$ cat src/rtl/mips_pkg.sv
// Shared MIPS core definitions: datapath widths, bubble encoding and fetch FSM states.
package mips_pkg;

    localparam int unsigned ADDR_W  = 32;
    localparam int unsigned INSTR_W = 32;

    // sll $0,$0,0
    localparam logic [INSTR_W-1:0] NOP_INSTR = '0;

    typedef enum logic [1:0] {
        IDLE,
        FETCH,
        HOLD,
        DISCARD
    } fetch_state_e;

endpackage

$ cat src/rtl/if_fetch_unit_if.sv
// Instruction-memory request/ready handshake between the fetch stage (master) and imem (slave).
interface if_fetch_unit_if;
    import mips_pkg::*;

    logic               imem_req;
    logic [ADDR_W-1:0]  imem_addr;
    logic               imem_ready;
    logic [INSTR_W-1:0] imem_rdata;

    modport master (
        output imem_req,
        output imem_addr,
        input  imem_ready,
        input  imem_rdata
    );

    modport slave (
        input  imem_req,
        input  imem_addr,
        output imem_ready,
        output imem_rdata
    );

endinterface

$ cat src/rtl/fetch_skid_buf.sv
// One-entry {instr, pc_plus4} holding register that parks a returned word while ID is stalled.
module fetch_skid_buf
    import mips_pkg::*;
(
    input  logic               clk,
    input  logic               rst_n,
    input  logic               i_load,
    input  logic               i_unload,
    input  logic               i_clear,
    input  logic [INSTR_W-1:0] i_instr,
    input  logic [ADDR_W-1:0]  i_pc_plus4,
    output logic [INSTR_W-1:0] o_instr,
    output logic [ADDR_W-1:0]  o_pc_plus4,
    output logic               o_valid
);

    logic [INSTR_W-1:0] r_instr;
    logic [ADDR_W-1:0]  r_pc_plus4;
    logic               r_valid;

    always_ff @(posedge clk or negedge rst_n) begin
        if (!rst_n) begin
            r_instr    <= '0;
            r_pc_plus4 <= '0;
            r_valid    <= 1'b0;
        end else if (i_clear || i_unload) begin
            r_valid    <= 1'b0;
        end else if (i_load) begin
            r_instr    <= i_instr;
            r_pc_plus4 <= i_pc_plus4;
            r_valid    <= 1'b1;
        end
    end

    assign o_instr    = r_instr;
    assign o_pc_plus4 = r_pc_plus4;
    assign o_valid    = r_valid;

endmodule

$ cat src/rtl/if_fetch_unit.sv
// Instruction fetch stage and IF/ID register with stall/branch handling and a one-entry skid buffer.
// Optional stall-cycle counter is built only when FETCH_PERF_CNT_EN is defined.
module if_fetch_unit
    import mips_pkg::*;
#(
    parameter logic [ADDR_W-1:0]  RESET_PC  = 32'h0000_0000,
    parameter logic [INSTR_W-1:0] NOP_INSTR = mips_pkg::NOP_INSTR
) (
    input  logic               clk,
    input  logic               rst_n,
    input  logic               pc_write,
    input  logic               if_id_write,
    input  logic               branch_taken,
    input  logic [ADDR_W-1:0]  branch_target,
    if_fetch_unit_if.master    imem,
    output logic [INSTR_W-1:0] if_id_instr,
    output logic [ADDR_W-1:0]  if_id_pc_plus4,
    output logic               if_id_valid,
    output logic [31:0]        stall_cycles
);

    fetch_state_e       r_state;
    logic [ADDR_W-1:0]  r_pc;
    logic               r_req;
    logic [ADDR_W-1:0]  r_addr;
    logic [INSTR_W-1:0] r_instr;
    logic [ADDR_W-1:0]  r_pc_plus4;
    logic               r_valid;

    logic               w_stall;
    logic [ADDR_W-1:0]  w_pc_plus4;
    logic [ADDR_W-1:0]  w_branch_pc;
    logic               w_skid_load;
    logic               w_skid_unload;
    logic               w_skid_clear;
    logic [INSTR_W-1:0] w_skid_instr;
    logic [ADDR_W-1:0]  w_skid_pc_plus4;
    logic               w_skid_valid;

    assign w_stall     = !(pc_write && if_id_write);
    assign w_pc_plus4  = r_pc + ADDR_W'(4);
    assign w_branch_pc = branch_target & ~ADDR_W'(3);

    assign w_skid_load   = (r_state == FETCH) && imem.imem_ready && !branch_taken && w_stall;
    assign w_skid_unload = (r_state == HOLD) && !branch_taken && !w_stall;
    assign w_skid_clear  = (r_state == HOLD) && branch_taken;

    fetch_skid_buf u_skid (
        .clk        (clk),
        .rst_n      (rst_n),
        .i_load     (w_skid_load),
        .i_unload   (w_skid_unload),
        .i_clear    (w_skid_clear),
        .i_instr    (imem.imem_rdata),
        .i_pc_plus4 (w_pc_plus4),
        .o_instr    (w_skid_instr),
        .o_pc_plus4 (w_skid_pc_plus4),
        .o_valid    (w_skid_valid)
    );

    always_ff @(posedge clk or negedge rst_n) begin
        if (!rst_n) begin
            r_state    <= IDLE;
            r_pc       <= RESET_PC;
            r_req      <= 1'b0;
            r_addr     <= RESET_PC;
            r_instr    <= NOP_INSTR;
            r_pc_plus4 <= '0;
            r_valid    <= 1'b0;
        end else begin
            case (r_state)
                IDLE: begin
                    r_req   <= 1'b1;
                    r_addr  <= r_pc;
                    r_state <= FETCH;
                end
                FETCH: begin
                    if (branch_taken) begin
                        r_instr    <= NOP_INSTR;
                        r_pc_plus4 <= '0;
                        r_valid    <= 1'b0;
                        r_pc       <= w_branch_pc;
                        // Data arriving with the redirect is dropped here, so no DISCARD trip.
                        if (imem.imem_ready) r_addr  <= w_branch_pc;
                        else                 r_state <= DISCARD;
                    end else if (imem.imem_ready) begin
                        if (!w_stall) begin
                            r_instr    <= imem.imem_rdata;
                            r_pc_plus4 <= w_pc_plus4;
                            r_valid    <= 1'b1;
                            r_pc       <= w_pc_plus4;
                            r_addr     <= w_pc_plus4;
                        end else begin
                            r_req   <= 1'b0;
                            r_state <= HOLD;
                        end
                    end
                end
                HOLD: begin
                    if (branch_taken) begin
                        r_instr    <= NOP_INSTR;
                        r_pc_plus4 <= '0;
                        r_valid    <= 1'b0;
                        r_pc       <= w_branch_pc;
                        r_addr     <= w_branch_pc;
                        r_req      <= 1'b1;
                        r_state    <= FETCH;
                    end else if (!w_stall && w_skid_valid) begin
                        r_instr    <= w_skid_instr;
                        r_pc_plus4 <= w_skid_pc_plus4;
                        r_valid    <= 1'b1;
                        r_pc       <= w_pc_plus4;
                        r_addr     <= w_pc_plus4;
                        r_req      <= 1'b1;
                        r_state    <= FETCH;
                    end
                end
                DISCARD: begin
                    if (branch_taken) r_pc <= w_branch_pc;
                    if (imem.imem_ready) begin
                        r_addr  <= branch_taken ? w_branch_pc : r_pc;
                        r_state <= FETCH;
                    end
                end
                default: r_state <= IDLE;
            endcase
        end
    end

`ifdef FETCH_PERF_CNT_EN
    logic [31:0] r_stall_cnt;

    always_ff @(posedge clk or negedge rst_n) begin
        if (!rst_n) begin
            r_stall_cnt <= '0;
        end else if ((r_state == FETCH || r_state == HOLD) && w_stall && (r_stall_cnt != '1)) begin
            r_stall_cnt <= r_stall_cnt + 32'd1;
        end
    end

    assign stall_cycles = r_stall_cnt;
`else
    assign stall_cycles = '0;
`endif

    assign imem.imem_req   = r_req;
    assign imem.imem_addr  = r_addr;
    assign if_id_instr     = r_instr;
    assign if_id_pc_plus4  = r_pc_plus4;
    assign if_id_valid     = r_valid;

endmodule

$ cat src/flat_wrapper.sv
// flat-port wrapper written by rule: the top's interface ports become plain ports
module if_fetch_unit_flat import mips_pkg::*;
#(
    parameter logic [ADDR_W-1:0]  RESET_PC  = 32'h0000_0000,
    parameter logic [INSTR_W-1:0] NOP_INSTR = mips_pkg::NOP_INSTR
)
  (clk, rst_n, pc_write, if_id_write, branch_taken, branch_target, if_id_instr, if_id_pc_plus4, if_id_valid, stall_cycles, imem_imem_req, imem_imem_addr, imem_imem_ready, imem_imem_rdata);
  if_fetch_unit_if imem_i ();
  input  logic clk;
  input  logic rst_n;
  input  logic pc_write;
  input  logic if_id_write;
  input  logic branch_taken;
  input  logic [ADDR_W-1:0] branch_target;
  output logic [INSTR_W-1:0] if_id_instr;
  output logic [ADDR_W-1:0] if_id_pc_plus4;
  output logic if_id_valid;
  output logic [31:0] stall_cycles;
  output wire logic [$bits(imem_i.imem_req)-1:0] imem_imem_req;
  output wire logic [$bits(imem_i.imem_addr)-1:0] imem_imem_addr;
  input wire logic [$bits(imem_i.imem_ready)-1:0] imem_imem_ready;
  input wire logic [$bits(imem_i.imem_rdata)-1:0] imem_imem_rdata;
  assign imem_imem_req = imem_i.imem_req;
  assign imem_imem_addr = imem_i.imem_addr;
  assign imem_i.imem_ready = imem_imem_ready;
  assign imem_i.imem_rdata = imem_imem_rdata;
  if_fetch_unit #(.RESET_PC(RESET_PC), .NOP_INSTR(NOP_INSTR)) u_core (.clk(clk), .rst_n(rst_n), .pc_write(pc_write), .if_id_write(if_id_write), .branch_taken(branch_taken), .branch_target(branch_target), .imem(imem_i), .if_id_instr(if_id_instr), .if_id_pc_plus4(if_id_pc_plus4), .if_id_valid(if_id_valid), .stall_cycles(stall_cycles));
endmodule
$ cat config.mk
export PLATFORM = sky130hd
export DESIGN_NAME = if_fetch_unit_flat
export DESIGN_NICKNAME = d
export VERILOG_FILES = /design/src/rtl/mips_pkg.sv /design/src/rtl/if_fetch_unit_if.sv /design/src/rtl/fetch_skid_buf.sv /design/src/rtl/if_fetch_unit.sv /design/src/flat_wrapper.sv
export SDC_FILE = /design/constraint.sdc
export NUM_CORES = 1
export LEC_CHECK = 0
export BUFFER_PORTS_ARGS = -buffer_cell sky130_fd_sc_hd__buf_2
export CORE_MARGIN = 4
export CORE_UTILIZATION = 40
export DETAILED_ROUTE_END_ITERATION = 10
export PLACE_DENSITY = 0.71
export SKIP_LAST_GASP = 1
export SYNTH_ARGS = -nofsm -noshare
export SYNTH_HDL_FRONTEND = slang
export SYNTH_SLANG_ARGS = --single-unit
export TNS_END_PERCENT = 10
$ cat constraint.sdc
create_clock -name clk -period 2.91 [get_ports clk]
set_clock_uncertainty 0.05 [all_clocks]
set_input_delay 0.582 -clock clk [delete_from_list [all_inputs] [get_ports clk]]
set_output_delay 0.582 -clock clk [all_outputs]
set_load 0.01 [all_outputs]
### Word-level counts from Yosys, hierarchy flattened

Cells that the tools add are included.

* logic and storage cells: 88
* output and inout port bits: 130
* bits of input ports: 70
* flip-flop bits (word level): 197

* eq/ne operators: 12
* reduce and logical (&&, ||, !) cells: 22
* muxes and demuxes: 42
* bitwise gates (word level): 1
* add/subtract/negate cells: 1

Operators by type and width (number)
* 32-bit 2-to-1 mux: 17
* 32-bit case mux with 2 select lines: 2
* 32-bit case mux with 4 select lines: 1
* 32-bit case mux with 3 select lines: 1
* 32-bit by 3-bit adder with 32-bit output (second input constant): 1
* 2-bit 2-to-1 mux: 7
* 3-bit inequality test (second input constant): 4
* 4-bit AND reduction: 3
* 1-bit 2-to-1 mux: 11
* 5-bit AND reduction: 2
* 1-bit logical AND: 8
* 2-bit inequality test (second input constant): 4
* 2-bit case mux with 4 select lines: 1
* 3-bit nonzero test: 2
* 2-bit == test (second input constant): 2
* 2-bit nonzero test: 2
* 3-bit by 2-bit inequality test with 1-bit output (second input constant): 1
* 1-bit case mux with 3 select lines: 1
* 2-bit by 1-bit == test with 1-bit output (second input constant): 1
* 1-bit logical NOT: 2
* 2-bit logical NOT: 1
* 1-bit case mux with 2 select lines: 1
* 2-bit AND reduction: 1
* 1-bit logical OR: 1
* 1-bit NOT: 1

### Logic depth before layout (Yosys ltp)

Gate-level depths: netlist of run 1.

* word-level depth: 6
* mapped depth: 12

### Cells and area by module

A second synthesis of run 1 with hierarchy kept.

* cells, all modules: 1067
* area total of the unflattened synthesis: 10944.2 sq um

Modules (own cells, without submodules)
* if_fetch_unit: area an instance 8219.1 sq um, instances 1, cells an instance 928
* fetch_skid_buf: area an instance 2725.1 sq um, instances 1, cells an instance 139

### Worst setup path before layout of run 1

OpenSTA, ideal clock, no wires.

* path type: register to register
* start: register u_core.r_state[0]
* end: register u_core.r_instr[26], in the netlist u_core.if_id_instr[26]
* buffers on the path: 4
* period minus slack after synthesis: 2.373 ns
* data arrival time: 2.228 ns
* stages on the path, launching flop included: 13
* library setup time: 0.095 ns
* path slack: 0.537 ns
* cells stage by stage: dfrtp_1 inv_1 ha_1 buf_2 nor2b_1 nand2_1 nand2_1 or2_2 clkbuf_1 clkbuf_1 clkbuf_1 nand2_1 o31ai_1

* word-level cells in the longest chain between the ends: 3
* elaborated cells between the ends (all ways): 8

RTL lines
* start: declaration: RTL line if_fetch_unit.sv:22 `fetch_state_e r_state;`
* start signal: assignment: RTL line if_fetch_unit.sv:63 `r_state <= IDLE;`
* start signal: assignment: RTL line if_fetch_unit.sv:75 `r_state <= FETCH;`
* start signal: assignment: RTL line if_fetch_unit.sv:85 `else r_state <= DISCARD;`
* 2-bit by 1-bit == test with 1-bit output or 2-bit == test (tied branches): RTL line if_fetch_unit.sv:71 `case (r_state)`
* 3-bit by 2-bit inequality test with 1-bit output (no source line) (tied with other cells)
* 4-bit AND reduction (no source line)
* end signal: assignment: RTL line if_fetch_unit.sv:88 `r_instr <= imem.imem_rdata;`
* end signal: assignment: RTL line if_fetch_unit.sv:109 `r_instr <= w_skid_instr;`
* end: declaration: RTL line if_fetch_unit.sv:26 `logic [INSTR_W-1:0] r_instr;`

Parallel ways exist; a longest one is shown, timed or not.
A chain may end at the register's enable or synchronous reset.

### Worst setup path in the final report of run 1

* start: register u_core.r_pc[3]
* end: register u_core.r_addr[26], in the netlist u_core.imem.imem_addr[26]

* word-level cells in the longest chain between the ends: 5
* elaborated cells between the ends (all ways): 7

RTL lines
* start: declaration: RTL line if_fetch_unit.sv:23 `logic [ADDR_W-1:0] r_pc;`
* start signal: assignment: RTL line if_fetch_unit.sv:82 `r_pc <= w_branch_pc;`
* start signal: assignment: RTL line if_fetch_unit.sv:91 `r_pc <= w_pc_plus4;`
* start signal: assignment: RTL line if_fetch_unit.sv:104 `r_pc <= w_branch_pc;`
* 32-bit by 3-bit adder with 32-bit output *: RTL line if_fetch_unit.sv:41 `assign w_pc_plus4 = r_pc + ADDR_W'(4);`
* 32-bit 2-to-1 mux: RTL line if_fetch_unit.sv:87 `if (!w_stall) begin`
* 32-bit 2-to-1 mux: RTL line if_fetch_unit.sv:86 `end else if (imem.imem_ready) begin`
* 32-bit 2-to-1 mux: RTL line if_fetch_unit.sv:78 `if (branch_taken) begin`
* 32-bit case mux with 4 select lines *: RTL line if_fetch_unit.sv:71
* end signal: assignment: RTL line if_fetch_unit.sv:74 `r_addr <= r_pc;`
* end signal: assignment: RTL line if_fetch_unit.sv:84 `if (imem.imem_ready) r_addr <= w_branch_pc;`
* end signal: assignment: RTL line if_fetch_unit.sv:92 `r_addr <= w_pc_plus4;`
* end: declaration: RTL line if_fetch_unit.sv:25 `logic [ADDR_W-1:0] r_addr;`

Mark *: on every way between the ends. The rest lies on a longest branch, timed or not. The select of a mux whose other input is x is not followed.

==> reports/metrics.yaml, run 1 <==
sta:
  drv_slew: 0
  worstMarginPinSlew_ps: 865
  setup_viol: 0
  fin_hold_ws_ps: 44.8
  slew_headroom: 0.423
  rsz0062_at_grt: "false"
  period_share: 0.896
  finalSetupTns_ps: 0
  post-route-min-period_ps: 2610
  max_freq_mhz: 383
  hold_violations: 0
synth:
  yosysTopAreaCell: "dfrtp_1"
  yosys.area.top_type_share: 0.475
  netlist_top_cells_area: "dfrtp_1, nand2_1, mux2_2"
  netlist_instances: 1086
  ys_seq_elements: 197
  synth_top_flop_cell: "dfrtp_1"
  yosysWarningCount: 0
  synth.distinct_cells: 69
  synth_area_um2: 10400
  avgSynthCellArea_um2: 9.56
  synthArstFlopShare: 1.00
  ys_seq_area_frac: 0.475
  synth_edf_count: 0
drt:
  wl_um: 29900
  drc_errors: 0
  routed_via_density: 5.73
  wire_per_inst_um: 19.1
  drtAntennaViolNets: 0
  vias: 8969
  firstDrtPassIters: 6
  drt_iter0_markers: 870
placement:
  hpwl_um: 21100
  numPortBuffers: 165
  dp.cells: 1534
  gp_congestion: 0.930
floorplan:
  die_w_um: 169
  core_um2: 25300
  fp-row-count: 58
  dieArea_um2: 28600
  io_pins: 200
  start_util: 0.410
  die_h_um: 169
global_route:
  grt_max_degree: 73
  grt_overflow_total: 0
  antenna_found_initial: 0
  grt_pass1_wl_um: 46300
  gr-usage-met2: 0.314
  grt_use_met3: 0.0448
  use_met1: 0.290
  grt_usage: 0.203
  busiest_layer: "met2"
  first_global_vias: 8321
clock_network:
  ctsRootBufferMaster: "clkbuf_16"
  cts_tree: "yes"
  cts.path.max_buffers: 2
  post_cts_resized: 0
  post_cts_buffers: 0
  cts_buffers: 17
  clk_latency_ps: 430
  clock_sinks: 197
  ctsHoldBuffers: 0
  clk_pin_slew_ps: 70
  cts_htree_levels: 4
setup_path:
  reg2reg_slack_ps: 300
  critPathLaunchType: "flip-flop"
  crit_required_ps: 3190
  worstSetupPathType: "reg2reg"
  crit_arrival_ps: 2890
  critical_path.max_fanout: 6
  cp-end-kind: "flip-flop"
pwr:
  vdd_drop_max_mv: 0.456
  power_mw: 13.2
  p_leak_nw: 5.34
  powerDensity_nw_per_um2: 1100
worst_hold_path:
  hold_path_class: "in2async"
final_layout:
  nets: 1299
  antenna_cells: 0
  area_growth_pct: 16.4
  multiInputGateArea_um2: 4910
  drive_gt1_frac: 0.242
  utilization: 0.477
  seqCellArea_um2: 4930
  nFillCells: 2421
  instances_no_fill: 1565
run_status:
  status: "completed"
run:
  cap_violations: 0
cell type report:
type	instances	area share
flip-flops and latches	197	0.408
well taps	330	0.0342
repair buffers	210	0.101
inverters	17	0.00528
multi-input cells	780	0.406
clock buffers	19	0.0367
clock inverters	12	0.00787
flip-flops by register name (all words and copies together), names as in the netlist:
register,count
u_core.if_id_instr,32
u_core.if_id_pc_plus4,32
u_core.imem.imem_addr,32
u_core.r_pc,32
u_core.u_skid.o_instr,32
u_core.u_skid.o_pc_plus4,32
u_core.r_state,2
u_core.if_id_valid,1
u_core.imem.imem_req,1
u_core.u_skid.o_valid,1
layer usage:
metal / up-vias / wire (um)
met5: - / 0
met4: 0 / 549
met3: 35 / 2310
met2: 406 / 13700
met1: 4388 / 13300
li1: 4140 / -
worst paths after layout:
check	depth (start not counted)	startpoint	end
worst max-delay path	7	u_core.r_pc[3]	u_core.imem.imem_addr[26]
worst min-delay path	1	rst_n	u_core.u_skid.o_instr[21]
worst max register to register	7	u_core.r_pc[3]	u_core.imem.imem_addr[26]
worst min register to register	2	u_core.if_id_instr[16]	u_core.if_id_instr[16]
max in group asynchronous	2	rst_n	u_core.imem.imem_addr[21]
min in group clk	2	imem_imem_rdata[9]	u_core.u_skid.o_instr[9]
stage by stage:
step	setup WS, ps	area (um2)
after global placement	384	11500
final	301	12100
after floorplan	537	10500
after CTS	310	12100
after detailed placement	336	11500
after global routing	124	12100
report_power, final:
part	internal [mW]	switching [mW]
registers	3.94	0.942
clock network	1.13	1.11
logic	2.40	3.71
kinds of logic (layout without fill, tap and decap cells):
family                   Yosys count  after routing  synth area share
other                              1             32          0.000361
XOR/XNOR                          31             31            0.0262
AO/OA/AOI/OAI                    326            326             0.207
multiplexers                      78             78            0.0800
flip-flops                       197            197             0.475
buffers and inverters            140            258            0.0656
adder cells (fa/ha/maj)            6              6           0.00723
AND/OR/NAND/NOR                  307            307             0.139
worst max-delay path, stage by stage (launching register included):
cell	delay, ps
dfrtp_1	450
ha_1	310
nand4_1	300
nor3_2	320
or3b_1	380
xor2_1	200
and2_4	200
o41ai_2	290
cell usage after synthesis (all sizes together) (3+ instances only):
library cell / number
dfrtp: 197
nand2: 132
o21ai: 83
nor2: 68
a21oi: 67
clkbuf: 67
buf: 56
o31ai: 52
mux2: 40
mux2i: 38
nand3: 38
o22ai: 20
xnor2: 18
inv: 17
nor3: 16
a221oi: 15
xor2: 13
nand4: 12
a22o: 11
o211ai: 11
a211oi: 8
o221ai: 8
a21o: 7
a22oi: 7
and2: 7
nand2b: 7
ha: 6
nor2b: 6
a221o: 5
nor4: 5
or3: 5
a31oi: 4
a32oi: 4
a311oi: 3
and3: 3
o21a: 3
o41ai: 3
or2: 3
cells in the final DEF (no fill, tap or decap), drive strengths merged, types with 13 or more instances in the layout:
cell	synthesis	routed
buf	56	209
dfrtp	197	197
nand2	132	132
o21ai	83	83
nor2	68	68
a21oi	67	67
o31ai	52	52
mux2	40	40
mux2i	38	38
nand3	38	38
conb	1	32
inv	17	23
o22ai	20	20
clkbuf	67	20
xnor2	18	18
nor3	16	16
a221oi	15	15
xor2	13	13
Note: power is estimated with default switching activity, not from simulation.
==> run 2, diff against run 1 <==
--- a/config.mk
+++ b/config.mk
@@ -9,6 +9,7 @@
 export CORE_MARGIN = 4
 export CORE_UTILIZATION = 40
 export DETAILED_ROUTE_END_ITERATION = 10
+export HOLD_SLACK_MARGIN = 0.08
 export PLACE_DENSITY = 0.71
 export SKIP_LAST_GASP = 1
 export SYNTH_ARGS = -nofsm -noshare
==> run 2 against run 1 <==
- routed wire length decreased by 0.25%
- utilization about the same
- setup slack got worse by 12 ps
- clock-buffer cell count unchanged
- combinational power about the same
- sequential cell count unchanged
- global-route usage about the same
- final area about the same
- critical endpoint unchanged
- highest routed layer unchanged
==> reports/metrics.yaml, run 2 (synthesized netlist as in run 1, its figures left out) <==
worst_hold_path:
  hold_path_class: "in2reg"
  hold_start: "imem_imem_rdata[9]"
drt:
  vias: 8991  # +0.25%
  drtAntennaViolNets: 0  # unchanged
  wl_um: 29800  # -0.25%
  routed_via_density: 5.74  # +0.18%
  drt_iter0_markers: 869  # -0.11%
  wire_per_inst_um: 19.0  # -0.31%
  drc_errors: 0  # unchanged
  firstDrtPassIters: 5  # -1
floorplan:
  die_w_um: 169  # unchanged
  start_util: 0.410  # unchanged
  die_h_um: 169  # unchanged
  fp-row-count: 58  # unchanged
  io_pins: 200  # unchanged
  dieArea_um2: 28600  # unchanged
  core_um2: 25300  # unchanged
global_route:
  grt_usage: 0.203  # about the same
  grt_pass1_wl_um: 46400  # about the same
  antenna_found_initial: 0  # unchanged
  first_global_vias: 8330  # +0.11%
  grt_max_degree: 73  # unchanged
  grt_overflow_total: 0  # unchanged
run:
  cap_violations: 0  # unchanged
clock_network:
  cts_htree_levels: 4  # unchanged
  ctsRootBufferMaster: "clkbuf_16"
  post_cts_resized: 0  # unchanged
  clk_latency_ps: 430  # about the same
  cts_tree: "yes"
  ctsHoldBuffers: 1  # +1
  clock_sinks: 197  # unchanged
  cts_buffers: 17  # unchanged
  clk_pin_slew_ps: 80  # about the same
  cts.path.max_buffers: 2  # unchanged
  post_cts_buffers: 0  # unchanged
setup_path:
  cp_num_buf_inv: 0  # unchanged
  cp-end-kind: "flip-flop"
  cp-startpoint: "u_core.r_pc[3]"
  crit_family: "simple AND/OR/NAND/NOR gates"
  crit_required_ps: 3190  # about the same
  critPathLaunchType: "flip-flop"
  crit_arrival_ps: 2900  # about the same
  critical_path.max_fanout: 6  # unchanged
  critPathMaxStageDelay_ps: 450  # about the same
  rr_startpoint: "u_core.r_pc[3]"
  worstPathCellList: "ha_1, nand4_1, nor3_2, or3b_1, xor2_1, and2_4, o41ai_2"
  slowest_stage: "dfrtp_1"
  worstSetupPathType: "reg2reg"
final_layout:
  layout_common_cells: "dfrtp_1, buf_2, nand2_1"
  nets: 1300  # +0.077%
  instances_no_fill: 1566  # +0.064%
  final_common_cell: "dfrtp_1"
  multiInputGateArea_um2: 4910  # unchanged
  area_growth_pct: 16.5  # about the same
  antenna_cells: 0  # unchanged
  seqCellArea_um2: 4930  # unchanged
  nFillCells: 2420  # -0.041%
  drive_gt1_frac: 0.242  # about the same
  utilization: 0.477  # about the same
sta:
  finalSetupTns_ps: 0  # unchanged
  hold_violations: 0  # unchanged
  finalWorstSetupSlack_ps: 290  # -11.7 ps
  post-route-min-period_ps: 2620  # +11.7 ps
  worstMarginPinSlew_ps: 857  # -8.36 ps
  max_freq_mhz: 382  # -0.45%
  rsz0062_at_grt: "false"
  slew_headroom: 0.429  # +0.00557
  period_share: 0.900  # +0.00403
  setup_viol: 0  # unchanged
  fin_hold_ws_ps: 340  # +295 ps
  drv_slew: 0  # unchanged
placement:
  dp.cells: 1534  # unchanged
  hpwl_um: 21100  # unchanged
  dp_slack_ps: 336  # unchanged
  numPortBuffers: 165  # unchanged
  gp_congestion: 0.930  # unchanged
pwr:
  pwr-share-seq: 0.370  # about the same
  p_comb_frac: 0.462  # about the same
  p_int_mw: 7.48  # about the same
  power_switching_mw: 5.73  # -0.34%
  vdd_drop_max_mv: 0.452  # -0.80%
  pwr-share-clk: 0.169  # about the same
  swShare: 0.434  # -0.000859
  powerDensity_nw_per_um2: 1090  # -0.22%
  p_leak_nw: 5.34  # about the same
run_status:
  status: "completed"
run 2: path summary, 6_finish.rpt:
check                      cells after the start                         to  slack (ps)
min reg2reg                                    2     u_core.if_id_instr[16]         420
min                                            2   u_core.u_skid.o_instr[9]         340
max in group asynchronous                      3  u_core.imem.imem_addr[21]        1460
max reg2reg                                    7  u_core.imem.imem_addr[26]         290
max                                            7  u_core.imem.imem_addr[26]         290
min in group asynchronous                      2     u_core.if_id_instr[21]         610
run 2: power by group through the flow:
stage               combinational [mW]  sequential [mW]  clock, mW
floorplan                         3.98             4.83          0
global route                      6.71             5.04       2.38
CTS                               6.11             4.87       2.28
global placement                  5.96             4.85          0
detailed placement                6.07             4.92          0
finish                            6.10             4.88       2.23
run 2: final cells by class:
type / instances / area share
inverters: 17 / 0.00528
clock inverters: 12 / 0.00787
clock buffers: 19 / 0.0366
repair buffers: 211 / 0.102
flip-flops and latches: 197 / 0.408
multi-input cells: 780 / 0.406
well taps: 330 / 0.0342
run 2: layer usage:
metal  part of all wire  GRT usage  vias to the layer above
li1                   -          -                     4147
met1               0.44      0.290                     4392
met2               0.46      0.314                      412
met3              0.083     0.0448                       40
met4              0.018     0.0571                        0
met5                  0          0                        -
run 2: per-stage QoR:
stage	total power [mW]	instance area (um2)
6_report	13.2	12100
4_1_cts	13.3	12100
3_3_place_gp	10.8	11500
5_1_grt	14.1	12100
2_1_floorplan	8.81	10500
3_5_place_dp	11.0	11500
==> run 3, diff against run 2 <==
==> constraint.sdc (replaced) <==
create_clock -name clk -period 2.96 [get_ports clk]
set_clock_uncertainty 0.05 [all_clocks]
set_input_delay 0.592 -clock clk [delete_from_list [all_inputs] [get_ports clk]]
set_output_delay 0.592 -clock clk [all_outputs]
set_load 0.01 [all_outputs]
==> run 3 against run 2 <==
- die area unchanged
- setup slack improved by 51 ps
- first-iteration DRC count increased by 15%
- critical endpoint unchanged
- final area increased by 0.54%
- via count decreased by 1.2%
- clock power increased by 10%
- register-to-register slack improved by 50 ps
- maximum frequency about the same
- routed wire length increased by 1.6%
- sequential power decreased by 1%
- sequential cell count unchanged
- utilization increased by 0.26 points
==> reports/metrics.yaml, run 3 (synthesized netlist as in run 1, its figures left out) <==
worst_hold_path:
  hold_path_depth: 2  # unchanged
  hold_path_class: "in2reg"
drt:
  drtAntennaViolNets: 0  # unchanged
  drt_iter0_markers: 1003  # +15%
  firstDrtPassIters: 5  # unchanged
  drc_errors: 0  # unchanged
  vias: 8884  # -1.2%
  wire_per_inst_um: 19.4  # +1.8%
  wl_um: 30300  # +1.6%
  routed_via_density: 5.68  # -1.1%
clock_network:
  clk_latency_ps: 440  # about the same
  clock_sinks: 197  # unchanged
  cts.path.max_buffers: 2  # unchanged
  cts_tree: "yes"
  post_cts_buffers: 0  # unchanged
  clk_pin_slew_ps: 80  # about the same
  cts_htree_levels: 4  # unchanged
  ctsRootBufferMaster: "clkbuf_16"
  post_cts_resized: 0  # unchanged
  cts_buffers: 17  # unchanged
sta:
  max_freq_mhz: 382  # about the same
  drv_slew: 0  # unchanged
  period_share: 0.885  # -0.0156
  worstMarginPinSlew_ps: 892  # +34.7 ps
  hold_violations: 0  # unchanged
  finalWorstSetupSlack_ps: 341  # +51.2 ps
  post-route-min-period_ps: 2620  # -1.23 ps
  rsz0062_at_grt: "false"
  finalSetupTns_ps: 0  # unchanged
  slew_headroom: 0.406  # -0.0231
  setup_viol: 0  # unchanged
global_route:
  grt_overflow_total: 0  # unchanged
  grt_pass1_wl_um: 47100  # +1.5%
  grt_usage: 0.207  # +0.00410
  grt_max_degree: 74  # +1.4%
  first_global_vias: 8457  # +1.5%
  antenna_found_initial: 0  # unchanged
final_layout:
  drive_gt1_frac: 0.241  # -0.000418
  nFillCells: 2383  # -1.5%
  multiInputGateArea_um2: 4910  # unchanged
  area_growth_pct: 17.1
  layout_common_cells: "dfrtp_1, buf_2, nand2_1"
  utilization: 0.480  # +0.00257
  antenna_cells: 0  # unchanged
  final_common_cell: "dfrtp_1"
  instances_no_fill: 1564  # -0.13%
  seqCellArea_um2: 4930  # unchanged
  finalInstanceArea_um2: 12200  # +0.54%
  nets: 1297  # -0.23%
floorplan:
  dieArea_um2: 28600  # unchanged
  fp-row-count: 58  # unchanged
  die_h_um: 169  # unchanged
  start_util: 0.410  # unchanged
  die_w_um: 169  # unchanged
  io_pins: 200  # unchanged
  core_um2: 25300  # unchanged
placement:
  placed_area_um2: 11500  # -0.19%
  hpwl_um: 21100  # +0.10%
  numPortBuffers: 165  # unchanged
  dp_slack_ps: 338  # +1.99 ps
  dp.cells: 1531  # -0.20%
  gp_congestion: 0.935  # +0.46%
pwr:
  pwr-share-clk: 0.186  # +0.017
  p_int_mw: 7.53  # +0.65%
  power_switching_mw: 5.73  # -0.13%
  p_comb_frac: 0.451  # -0.011
  powerDensity_nw_per_um2: 1090  # -0.22%
  p_leak_nw: 5.36  # +0.32%
  pwr-share-seq: 0.363  # -0.007
  swShare: 0.432  # -0.00192
  vdd_drop_max_mv: 0.540  # +20%
setup_path:
  critPathLaunchType: "flip-flop"
  cp-end-kind: "flip-flop"
  critical_path.max_fanout: 6  # unchanged
  rr_worst_depth: 7  # unchanged
  crit_family: "simple AND/OR/NAND/NOR gates"
  critPathMaxStageDelay_ps: 450  # about the same
  crit_required_ps: 3260  # +70 ps
  rr_startpoint: "u_core.r_pc[3]"
  worstSetupPathType: "reg2reg"
  cp-startpoint: "u_core.r_pc[3]"
  slowest_stage: "dfrtp_1"
  endpoint: "u_core.imem.imem_addr[26]"
  reg2reg_to: "u_core.imem.imem_addr[26]"
  reg2reg_slack_ps: 340  # +50 ps
  cp.depth: 7  # unchanged
  crit_arrival_ps: 2910  # about the same
  worstPathCellList: "ha_1, nand4_1, nor3_2, or3b_1, xor2_1, and2_4, o41ai_2"
  cp_num_buf_inv: 0  # unchanged
run_status:
  status: "completed"
run:
  cap_violations: 0  # unchanged
[run 3: cell types whose count changed in the layout (fill, tap and decap cells not counted), moves of 3 or more]
cell / previous run / this run
clkinv_2: 3 / 0
inv_8: 1 / 4
buf_4: 42 / 39
inv_6: 5 / 2
[run 3: layout make-up]
cell class / count / area share
Sequential cell: 197 / 0.406
Multi-Input combinational cell: 780 / 0.404
Timing Repair Buffer: 208 / 0.0998
Clock buffer: 18 / 0.0361
Tap cell: 330 / 0.0340
Clock inverter: 14 / 0.0153
Inverter: 17 / 0.00525
[run 3: worst min-delay path by stage]
stage / start / to / slack [ps]
after floorplan: rst_n / u_core.if_id_instr[0] / 250
after global placement: u_core.imem.imem_addr[0] / u_core.imem.imem_addr[0] / 400
after detailed placement: u_core.imem.imem_addr[0] / u_core.imem.imem_addr[0] / 400
after CTS: imem_imem_rdata[6] / u_core.u_skid.o_instr[6] / 330
after global routing: imem_imem_rdata[7] / u_core.u_skid.o_instr[7] / 320
final: imem_imem_rdata[7] / u_core.u_skid.o_instr[7] / 340
[run 3: power groups by stage]
stage | clock (mW) | sequential (mW) | combinational, mW
after floorplan | 0 | 4.75 | 3.91
after global placement | 0 | 4.78 | 5.83
after detailed placement | 0 | 4.84 | 5.95
after CTS | 2.50 | 4.80 | 5.99
after global routing | 2.63 | 4.97 | 6.58
final | 2.46 | 4.81 | 5.98
[run 3: worst register-to-register path, stage by stage (launching register included)]
cell	delay (ps)
dfrtp_1	450
ha_1	340
nand4_1	280
nor3_2	320
or3b_1	380
xor2_1	200
and2_4	200
o41ai_2	300
[run 3: timing repair]
item,4_1_cts,5_1_grt
hold endpoints to repair,21,0
endpoints found under the setup margin,0,0
hold buffers,1,0
[run 3: metal layers]
layer  track usage  share of wire
met5             0              0
met3        0.0460          0.078
met4        0.0623          0.021
met1         0.295           0.44
met2         0.319           0.46
[run 3: through the flow]
step	power (mW)	hold WS, ps
after floorplan	8.66	246
after global placement	10.6	402
after detailed placement	10.8	402
after CTS	13.3	326
after global routing	14.2	325
final	13.3	344
